===== config.mk =====
export PLATFORM = sky130hd
export DESIGN_NAME = hazard_stall_ctrl
export DESIGN_NICKNAME = d
export VERILOG_FILES = /design/src/rtl/hazard_stall_ctrl.sv
export SDC_FILE = /design/constraint.sdc
export NUM_CORES = 1
export LEC_CHECK = 0
export CAP_MARGIN = 20
export CORE_MARGIN = 2
export CORE_UTILIZATION = 39
export CTS_CLUSTER_SIZE = 20
export DETAILED_ROUTE_END_ITERATION = 10
export PLACE_DENSITY = 0.86
export SYNTH_ARGS = -nofsm -noshare
export SYNTH_HDL_FRONTEND = slang
export SYNTH_SLANG_ARGS = --single-unit

===== constraint.sdc =====
create_clock -name i_clk -period 3.31 [get_ports i_clk]
set_input_delay 0.662 -clock i_clk [delete_from_list [all_inputs] [get_ports i_clk]]
set_output_delay 0.662 -clock i_clk [all_outputs]
set_load 0.02 [all_outputs]

===== src/rtl/hazard_stall_ctrl.sv =====
// ---------------------------------------------------------------------------
// hazard_stall_ctrl
//
// Purpose:
//   Generates the hold / bubble / flush controls for the IF/ID and ID/EX
//   pipeline buffers. The decode-stage instruction is compared against the
//   instruction currently issuing from ID/EX to detect load-use hazards.
//   Data-memory wait states hold the whole pipe, and a taken branch flushes
//   IF/ID. A saturating counter tracks the number of cycles the PC was held.
//
// Ports:
//   i_clk             clock, rising edge
//   i_rst             asynchronous reset, active-high
//   i_id_instruction  instruction in ID (IF/ID output)
//   i_ex_instruction  instruction issuing from ID/EX (bubble = 0)
//   i_ex_mem_ctrl     ID/EX memory control: [2]=cs_n, [1]=we, [0]=reserved
//   i_ex_wb_ctrl      ID/EX writeback control: [0]=register write enable
//   i_mem_busy        data memory not ready, hold the whole pipe
//   i_branch_taken    branch resolved taken in EX this cycle
//   o_pc_hold         hold the PC
//   o_stall_if_id     hold IF/ID contents
//   o_stall_id_ex     ID/EX stall (bubble out, hold saved)
//   o_flush_if_id     clear IF/ID to NOP on the next edge
//   o_state           FSM state for debug
//   o_stall_count     saturating count of cycles with o_pc_hold=1
// ---------------------------------------------------------------------------
module hazard_stall_ctrl #(
   parameter int unsigned STALL_CYCLES = 1,
   parameter int unsigned RN_LSB       = 16,
   parameter int unsigned RM_LSB       = 0,
   parameter int unsigned RD_LSB       = 12,
   parameter int unsigned CNT_W        = 16
) (
   input  logic             i_clk,
   input  logic             i_rst,
   input  logic [31:0]      i_id_instruction,
   input  logic [31:0]      i_ex_instruction,
   input  logic [2:0]       i_ex_mem_ctrl,
   input  logic [2:0]       i_ex_wb_ctrl,
   input  logic             i_mem_busy,
   input  logic             i_branch_taken,
   output logic             o_pc_hold,
   output logic             o_stall_if_id,
   output logic             o_stall_id_ex,
   output logic             o_flush_if_id,
   output logic [1:0]       o_state,
   output logic [CNT_W-1:0] o_stall_count
);

   typedef enum logic [1:0] {
      RUN        = 2'd0,
      LOAD_STALL = 2'd1,
      MEM_WAIT   = 2'd2,
      FLUSH      = 2'd3
   } state_t;

   // The RUN-state stall already covers the first cycle, so the down-counter
   // only needs to cover the remaining cycles of the load-use stall.
   localparam bit       MULTI_CYCLE = (STALL_CYCLES > 1);
   localparam logic [3:0] LOAD_CNT  = 4'(STALL_CYCLES - 1);

   state_t           r_state;
   logic [3:0]       r_cnt;
   logic             r_mask;
   logic [CNT_W-1:0] r_stallCount;

   logic [3:0] w_rd;
   logic [3:0] w_rn;
   logic [3:0] w_rm;
   logic       w_exLoad;
   logic       w_exValid;
   logic       w_hazard;
   logic       w_stall;
   logic       w_flush;
   logic       w_unused;

   // Register fields of the two instructions being compared.
   assign w_rd = i_ex_instruction[RD_LSB +: 4];
   assign w_rn = i_id_instruction[RN_LSB +: 4];
   assign w_rm = i_id_instruction[RM_LSB +: 4];

   // A load is a selected memory access that is not a write. A bubble
   // (all-zero instruction) would otherwise match register 0 on every field,
   // so it is excluded explicitly.
   assign w_exLoad  = !i_ex_mem_ctrl[2] & !i_ex_mem_ctrl[1];
   assign w_exValid = |i_ex_instruction;
   assign w_hazard  = !i_rst & w_exLoad & w_exValid & i_ex_wb_ctrl[0] & !r_mask
                      & ((w_rd == w_rn) | (w_rd == w_rm));

   // Bits that do not take part in the decision are gathered here.
   assign w_unused = ^{i_id_instruction, i_ex_mem_ctrl[0], i_ex_wb_ctrl[2:1]};

   // Output decode. The load-use stall and the branch flush must take effect
   // in the same cycle they are seen, so RUN looks at the live inputs; the
   // other states are decoded from the state register (plus mem_busy while
   // waiting on memory). While reset is held everything reads zero.
   always_comb begin
      w_stall = 1'b0;
      w_flush = 1'b0;
      case (r_state)
         RUN: begin
            if (!i_rst && !i_mem_busy) begin
               if (i_branch_taken) begin
                  w_flush = 1'b1;
               end else if (w_hazard) begin
                  w_stall = 1'b1;
               end
            end
         end
         LOAD_STALL: begin
            w_stall = 1'b1;
         end
         MEM_WAIT: begin
            w_stall = i_mem_busy;
         end
         FLUSH: begin
            w_flush = 1'b1;
         end
         default: begin
            w_stall = 1'b0;
            w_flush = 1'b0;
         end
      endcase
   end

   // State machine, load-use down-counter, one-cycle hazard mask and the
   // saturating stall counter. The mask defaults to clear on every edge so
   // it only ever covers the single RUN cycle after a load-use stall, in
   // which the re-issued consumer still sees the same ID/EX fields.
   always_ff @(posedge i_clk or posedge i_rst) begin
      if (i_rst) begin
         r_state      <= RUN;
         r_cnt        <= 4'd0;
         r_mask       <= 1'b0;
         r_stallCount <= '0;
      end else begin
         r_mask <= 1'b0;

         if (w_stall && (r_stallCount != {CNT_W{1'b1}})) begin
            r_stallCount <= r_stallCount + 1'b1;
         end

         case (r_state)
            RUN: begin
               if (i_mem_busy) begin
                  r_state <= MEM_WAIT;
               end else if (i_branch_taken) begin
                  r_state <= FLUSH;
               end else if (w_hazard) begin
                  if (MULTI_CYCLE) begin
                     r_cnt   <= LOAD_CNT;
                     r_state <= LOAD_STALL;
                  end else begin
                     r_mask <= 1'b1;
                  end
               end
            end
            LOAD_STALL: begin
               if (i_mem_busy) begin
                  r_cnt   <= 4'd0;
                  r_state <= MEM_WAIT;
               end else if (r_cnt == 4'd1) begin
                  r_cnt   <= 4'd0;
                  r_mask  <= 1'b1;
                  r_state <= RUN;
               end else begin
                  r_cnt <= r_cnt - 4'd1;
               end
            end
            MEM_WAIT: begin
               if (!i_mem_busy) begin
                  r_state <= RUN;
               end
            end
            FLUSH: begin
               r_state <= i_mem_busy ? MEM_WAIT : RUN;
            end
            default: begin
               r_state <= RUN;
            end
         endcase
      end
   end

   assign o_pc_hold     = w_stall;
   assign o_stall_if_id = w_stall;
   assign o_stall_id_ex = w_stall;
   assign o_flush_if_id = w_flush;
   assign o_state       = r_state;
   assign o_stall_count = r_stallCount;

endmodule


# Yosys cells after proc, flatten, opt, wreduce, memory -nomap -nowiden
# Index checks and enable logic that the tools add are counted.
# op_classes
add_sub_neg	2
eq_ne	10
n_mux	20
bitwise	7
n_reduce_logical	10
# ops
operator	count
OR reduction 32 bit	1
adder 16 x 1 -> 16 bit, second input constant	1
inequality test 16 bit, second input constant	1
2-to-1 mux 2 bit	6
equality test 4 bit	2
2-to-1 mux 1 bit	8
2-to-1 mux 4 bit	2
case mux 2 bit (4 select lines)	1
AND 1 bit	6
inequality test 3 bit, second input constant	2
zero test 1 bit	5
equality test 2 bit, second input constant	2
equality test 4 x 1 -> 1 bit, second input constant	1
case mux 1 bit (2 select lines)	2
subtractor 4 x 1 -> 4 bit, second input constant	1
case mux 1 bit (3 select lines)	1
AND reduction 3 bit	1
equality test 2 x 1 -> 1 bit, second input constant	1
logical AND 1 bit	2
zero test 2 bit	1
inequality test 2 bit, second input constant	1
OR 1 bit	1
# totals
ff_bits	23
in_bits	74
output_inout_bits	22

# Logic depth before layout (Yosys ltp)
# Gate-level depths: netlist of the first run.
# depth
ltp_word	12
ltp_mapped	9
depth_no_buf	8

# Worst setup path after synthesis of the first run
# Ideal clock, no wire load.
# synth_timing
kind	flip-flop to output port
startpoint	register r_state[1], in the netlist o_state[1]
endpoint	output o_stall_id_ex
arrival_time_ns	1.939
t_required_ns	2.648
setup_slack_ns	0.709
path_stages_with_launch	9
n_path_buf	2
cell_sequence	dfrtp_1 -> inv_1 -> ha_1 -> a21oi_1 -> inv_2 -> o31ai_1 -> a21oi_2 -> buf_4 -> buf_4
# synth_via
elab_chain_cells	2
elab_cells_between_ends	4
classes_between	eq/ne: 2; mux: 1; reduce/logical: 1
# synth_rtl
element	line	text
from (decl)	62	state_t r_state;
from (signal assigned)	176	r_state <= i_mem_busy ? MEM_WAIT : RUN;
equality test 2 bit (tied with other cells)	100	case (r_state)
case mux 1 bit (3 select lines) (*)	100	
to (decl)	44	output logic o_stall_id_ex,
# Every way passes the cells marked *; elsewhere a longest branch is shown, timed or not.

# Worst setup path in the final report of the first run
# layout_timing
startpoint	input i_ex_instruction[12]
endpoint	output o_stall_if_id
# layout_via
elab_chain_cells	9
elab_cells_between_ends	12
classes_between	eq/ne: 2; mux: 4; bitwise: 5; reduce/logical: 1
# layout_rtl
element	line	text
from (decl)	37	input logic [31:0] i_ex_instruction,
OR reduction 32 bit	86	assign w_exValid = |i_ex_instruction;
AND 1 bit (3 in a row)	87	assign w_hazard = !i_rst & w_exLoad & w_exValid & i_ex_wb_ctrl[0] & !r_mask
AND 1 bit (*)	88	& ((w_rd == w_rn) | (w_rd == w_rm));
2-to-1 mux 1 bit (*) (2 in a row)	-	
2-to-1 mux 1 bit (*)	102	if (!i_rst && !i_mem_busy) begin
case mux 1 bit (3 select lines) (*)	100	
to (decl)	43	output logic o_stall_if_id,
# Marks and branches as above.

==> metrics.md, run 1 <==
| Metric | Value |
|---|---|
| Largest net degree at the start of global routing | 24 |
| Routed via count | 1,388 |
| CTS Buf Count | 3 |
| Initial antenna violation count | 0 |
| Syn Nets | 235 |
| Most frequent cell after synthesis | dfrtp_1 |
| Max Buffers Root-to-Sink | 2 |
| CTS root buffer | clkbuf_8 |
| Initial Utilization | 40.4% |
| Synth Area per Inst | 9.59 um^2 |
| Crit path largest cell delay | 0.47 ns |
| Min-Delay Path Class | reg -> reg |
| Top Ports | 96 |
| Post-synth top area cell | dfrtp_1 |
| Post-synth EDFFs | 0 |
| I/O Buffers | 68 |
| Dpl cell area | 2200 um^2 |
| All-layer global routing usage | 18.3% |
| # DRC | 0 |
| Top cell family by delay on the critical path | buffers and inverters |
| Arr. time, crit path | 2.36 ns |
| Drt wl/cell | 13.0 um |
| Htree depth | 1 |
| Startpoint types | input port |
| Post-Synth Adder-Cell Area | 6.82% |
| Sink Count | 23 |
| Die Y | 65.3 um |
| PD cells | 519 nW/um^2 |
| Ant diodes | 0 |
| Synth Area in XOR/XNOR | 11.9% |
| Remaining antenna violation count | 0 |
| Congestion Overflow GR | 0 |
| Slew margin rel. | 42.0% |
| Min cycle time layout | 3.02 ns |
| Ys Warns | 0 |
| CTS tree | done |
| Slowest-stage cell, CP | clkdlybuf4s50_1 |
| TNS Setup | 0 ns |
| Final wirelength | 3540 um |
| Peak Freq | 331 MHz |
| Synth Area in Simple Gates | 26.1% |
| Via density | 5.08 |
| Mapped Area | 1470 um^2 |
| Final GP Congestion | 0.777 |
| Slew Limit Fails | 0 |
| Core Util, Final | 61.8% |
| Hold_sp | o_stall_count[6] |
| Slew at the pin closest to its max-slew limit | 0.870 ns |
| Outcome | finished, final reports clean |
| Skew final | 0.00263 ns |
| Vias in the first global route | 1,393 |
| Critical path fanouts, max | 4 |
| Critical path class | in -> out |
| Register area share after synthesis | 39.2% |
| Setup Viol. Count Final | 0 |
| Worst-path clk slew | 0.08 ns |
| Die W | 65.3 um |
| Most frequent cells after synthesis | dfrtp_1, xnor2_1, nand2_1 |
| Final period utilization | 91.3% |
| Worst skew pair latency | 0.27 ns |
| Post-synthesis register bit count | 23 |
| Cell variety after synth | 37 |
| Peak VDD IR | 0.256 mV |
| Design area | 2250 um^2 |
| Leak | 0.923 nW |
| Setup bufs post-CTS | 0 |
| Post-synth ARST share | 100% |
| Synth area leaders | dfrtp_1, xnor2_1, ha_1, xor2_1, nor4_1 |
| Reg2reg start | o_state[1] |
| Largest family of logic cells by synthesized area | simple AND/OR/NAND/NOR gates |
| Setup crit end kind | output port |
| First-pass iteration count of the detailed router | 4 |
| Hold violation total from the final report | 0 |
| Worst Setup SP | i_ex_instruction[12] |
| Hpwl dp | 2940 um |
| Max-cap violations | 0 |
| Most common flop cell mapped by yosys | dfrtp_1 |
| Die Footprint | 4270 um^2 |
| Final nets | 308 |
| Global-route wire length before repair | 6020 um |
| RSZ-0062 raised after global routing | no |
| FP Rows | 22 |
| Crit path cell chain | clkdlybuf4s50_1 -> nor4_1 -> nand4_1 -> o211ai_1 -> a21oi_2 -> dlygate4sd2_1 |
| Hold Slack | 0.492 ns |
| Synth-to-layout area growth | 53.1% |
| Complex-gate fraction of the synthesized area | 8.87% |
| Core area | 3630 um^2 |
| Mux contribution to synthesized area | 2.22% |
| DRT iter0 DRCs | 49 |
| Gate count after technology mapping | 153 |
| Top cell type's share of synthesized area | 39.2% |
| CP Data Required Time | 2.65 ns |
| Share of cells above drive strength 1 | 7.11% |
| Crit path buf inv count | 2 |
==> layout by cell type, fill, tap and decap left out, types with 5 or more instances in the layout <==
| cell type | count |
|---|---|
| dfrtp_1 | 23 |
| nand4_1 | 7 |
| xor2_1 | 8 |
| and3_1 | 6 |
| ha_1 | 8 |
| nand2_1 | 11 |
| nor2_1 | 8 |
| o21ai_0 | 5 |
| xnor2_1 | 12 |
| clkdlybuf4s50_1 | 65 |
| inv_1 | 9 |
| nand3_1 | 8 |
| nor4_1 | 10 |
==> where the power goes <==
part	switching (mW)	leakage (nW)	internal (mW)	total [mW]
logic	0.282	0.596	0.282	0.564
clock network	0.0951	0.0255	0.0844	0.180
registers	0.0804	0.302	0.342	0.422
==> flip-flops by register name, summed over array words and instances (netlist names) <==
| signal | count |
|---|---|
| r_cnt | 4 |
| r_mask | 1 |
| o_state | 2 |
| o_stall_count | 16 |
==> metal layers <==
metal  vias to the layer above  part of all wire (%)  global-route usage [%]
li1                        697                     -                       -
met1                       639                    42                    20.9
met2                        40                    51                    31.9
met3                        12                   4.3                    4.97
met4                         0                   3.2                    8.33
met5                         -                     0                       0
==> logic make-up (layout without fill, tap and decap cells) <==
family / count (synthesis) / count (layout)
simple gates: 65 / 65
mux: 3 / 3
fa+ha+maj: 8 / 8
flops: 23 / 23
compound gates: 20 / 20
buf+inv: 14 / 86
xor+xnor: 20 / 20
==> final timing paths <==
kind,endpoint,slack (ns),cells after the start
worst max register to register,o_stall_count[1],0.97,9
max in group asynchronous,o_stall_count[1],1.87,2
min in group asynchronous,r_mask,0.91,2
worst max-delay path,o_stall_if_id,0.29,6
worst min-delay path,o_stall_count[6],0.49,1
worst min register to register,o_stall_count[6],0.49,1
==> repair_timing <==
item	CTS	global route
gates resized for setup	3	0
endpoints found under the setup margin	3	0
hold buffers	0	0
==> area by class of cell <==
cell class,instances,area (um^2)
Sequential cell,23,576
Tap cell,48,60.1
Fill cell,322,1390
Timing Repair Buffer,72,707
Clock buffer,3,41.3
Multi-Input combinational cell,116,821
Inverter,10,37.5
Clock inverter,1,5.00
==> per-stage QoR <==
| stage | std cells | power, mW | worst slack, ns |
|---|---|---|---|
| floorplan | 153 | 0.754 | 0.709 |
| global placement | 269 | 0.985 | -0.0103 |
| detailed placement | 269 | 1.01 | -0.0333 |
| CTS | 273 | 1.17 | 0.255 |
| global route | 273 | 1.26 | 0.144 |
| finish | 273 | 1.17 | 0.289 |
Note: power is estimated with default switching activity, not from simulation.
==> run 2, diff against run 1 <==
--- a/config.mk
+++ b/config.mk
@@ -11,6 +11,7 @@
 export CTS_CLUSTER_SIZE = 20
 export DETAILED_ROUTE_END_ITERATION = 10
 export PLACE_DENSITY = 0.86
+export SKIP_CTS_REPAIR_TIMING = 1
 export SYNTH_ARGS = -nofsm -noshare
 export SYNTH_HDL_FRONTEND = slang
 export SYNTH_SLANG_ARGS = --single-unit
==> metrics.md, run 2 (synthesized netlist as in run 1, its figures left out) <==
| Metric | Value |
|---|---|
| Outcome | finished, final reports clean |
| Crit path largest cell delay | 0.46 ns (about the same) |
| Startpoint types | input port |
| Cell internal pwr | 716 uW (+1.0%) |
| Routed via count | 1,387 (-0.072%) |
| Via density | 5.08 (about the same) |
| Switch share | 39.0% (-0.22 points) |
| Top cell family by delay on the critical path | buffers and inverters |
| Most common cell after layout, fill and taps aside | clkdlybuf4s50_1 |
| PD cells | 520 nW/um^2 (+0.14%) |
| Synth-to-layout area growth | 53.9% |
| Combinational fraction of design power | 48.8% (+0.4 points) |
| Ant diodes | 0 (unchanged) |
| Worst-path clk slew | 0.08 ns (about the same) |
| Arr. time, crit path | 2.27 ns (-0.09 ns) |
| Vias in the first global route | 1,393 (unchanged) |
| Sequential power share | 36.0% (-0.2 points) |
| Design area | 2260 um^2 (+0.50%) |
| Core area | 3630 um^2 (unchanged) |
| Setup crit end kind | output port |
| Min cycle time layout | 2.93 ns (-0.0920 ns) |
| Sink Count | 23 (unchanged) |
| Die W | 65.3 um (unchanged) |
| RSZ-0062 raised after global routing | no |
| CP Data Required Time | 2.65 ns (about the same) |
| Slew at the pin closest to its max-slew limit | 0.872 ns (+0.00187 ns) |
| Worst Setup SP | i_ex_instruction[13] |
| NetSw | 458 uW (about the same) |
| TNS Setup | 0 ns (unchanged) |
| Crit path cell chain | clkdlybuf4s50_1 -> xor2_1 -> nor4_2 -> o31ai_1 -> a21oi_2 -> dlymetal6s2s_1 |
| Die Y | 65.3 um (unchanged) |
| Critical path fanouts, max | 4 (unchanged) |
| Top Ports | 96 (unchanged) |
| Core Util, Final | 62.2% (+0.31 points) |
| CTS root buffer | clkbuf_8 |
| CTS Buf Count | 3 (unchanged) |
| Remaining antenna violation count | 0 (unchanged) |
| Max-cap violations | 0 (unchanged) |
| Congestion Overflow GR | 0 (unchanged) |
| Largest net degree at the start of global routing | 24 (unchanged) |
| Global-route wire length before repair | 6020 um (unchanged) |
| # DRC | 0 (unchanged) |
| Share of cells above drive strength 1 | 7.11% (unchanged) |
| Dpl cell area | 2200 um^2 (unchanged) |
| Reg2reg start | o_state[1] |
| DRT iter0 DRCs | 39 (-20%) |
| Crit path buf inv count | 2 (unchanged) |
| Max FFs per register | 16 (unchanged) |
| Slowest-stage cell, CP | clkdlybuf4s50_1 |
| Final GP Congestion | 0.777 (unchanged) |
| I/O Buffers | 68 (unchanged) |
| Max Buffers Root-to-Sink | 2 (unchanged) |
| Leak | 0.961 nW (+4.1%) |
| Hold_sp | o_stall_count[6] |
| All-layer global routing usage | 18.3% (unchanged) |
| Clk pwr share | 15.3% (about the same) |
| Initial antenna violation count | 0 (unchanged) |
| Die Footprint | 4270 um^2 (unchanged) |
| Total chip power | 1.17 mW (+0.64%) |
| Peak VDD IR | 0.263 mV (+3.0%) |
| Drt wl/cell | 13.0 um (+0.34%) |
| Final nets | 308 (unchanged) |
| Worst skew pair latency | 0.27 ns (about the same) |
| First-pass iteration count of the detailed router | 4 (unchanged) |
| Slew Limit Fails | 0 (unchanged) |
| Setup Viol. Count Final | 0 (unchanged) |
| Hold Slack | 0.492 ns (+0.00000600 ns) |
| Skew final | 0.00271 ns (+0.0000827 ns) |
| Htree depth | 1 (unchanged) |
| Min-Delay Path Class | reg -> reg |
| Critical path class | in -> out |
| Final period utilization | 88.5% (-2.8 points) |
| CTS tree | done |
| Most frequent cells in the layout | clkdlybuf4s50_1, dfrtp_1, xnor2_1 |
| FP Rows | 22 (unchanged) |
| Peak Freq | 341 MHz (+3.1%) |
| Slew margin rel. | 41.8% (-0.12 points) |
| Hold violation total from the final report | 0 (unchanged) |
| Final wirelength | 3560 um (+0.34%) |
| Hpwl dp | 2940 um (unchanged) |
| Initial Utilization | 40.4% (unchanged) |
-- run 2: cell count changes in the layout (fill, tap and decap cells not counted), sizes merged --
| cell | delta |
|---|---|
| dlymetal6s2s | +3 |
| dlygate4sd2 | -3 |
-- run 2: cell type report --
cell class	instances	area, um^2
well taps	48	60.1
clock buffers	3	41.3
repair buffers	72	718
inverters	10	37.5
multi-input cells	116	821
clock inverters	1	5.00
flip-flops and latches	23	576
fillers	320	1380
-- run 2: path summary, 6_finish.rpt --
kind	end	slack (ns)	depth (start not counted)
min in group asynchronous	r_mask	0.91	2
worst max-delay path	o_stall_if_id	0.38	6
worst min-delay path	o_stall_count[6]	0.49	1
max in group asynchronous	o_stall_count[1]	1.87	2
worst min register to register	o_stall_count[6]	0.49	1
worst max register to register	o_stall_count[1]	0.97	9
-- run 2: per-stage QoR --
stage | std cells | setup slack, ns
floorplan | 153 | 0.709
detailed placement | 269 | -0.0333
CTS | 273 | -0.0333
global route | 273 | 0.254
global placement | 269 | -0.0103
finish | 273 | 0.381
-- run 2: metal layers --
metal / GRT usage, % / wire length (um) / vias to the layer above
met2: 31.9 / 1820 / 41
met5: 0 / 0 / -
met1: 20.9 / 1470 / 635
met4: 8.33 / 113 / 0
met3: 4.97 / 158 / 14
li1: - / - / 697
-- run 2: power groups by stage --
stage	Sequential (mW)	Combinational, mW	Clock, mW
after CTS	0.422	0.579	0.184
after global placement	0.425	0.560	0
after floorplan	0.457	0.297	0
after detailed placement	0.427	0.578	0
after global routing	0.435	0.638	0.197
final	0.422	0.572	0.179
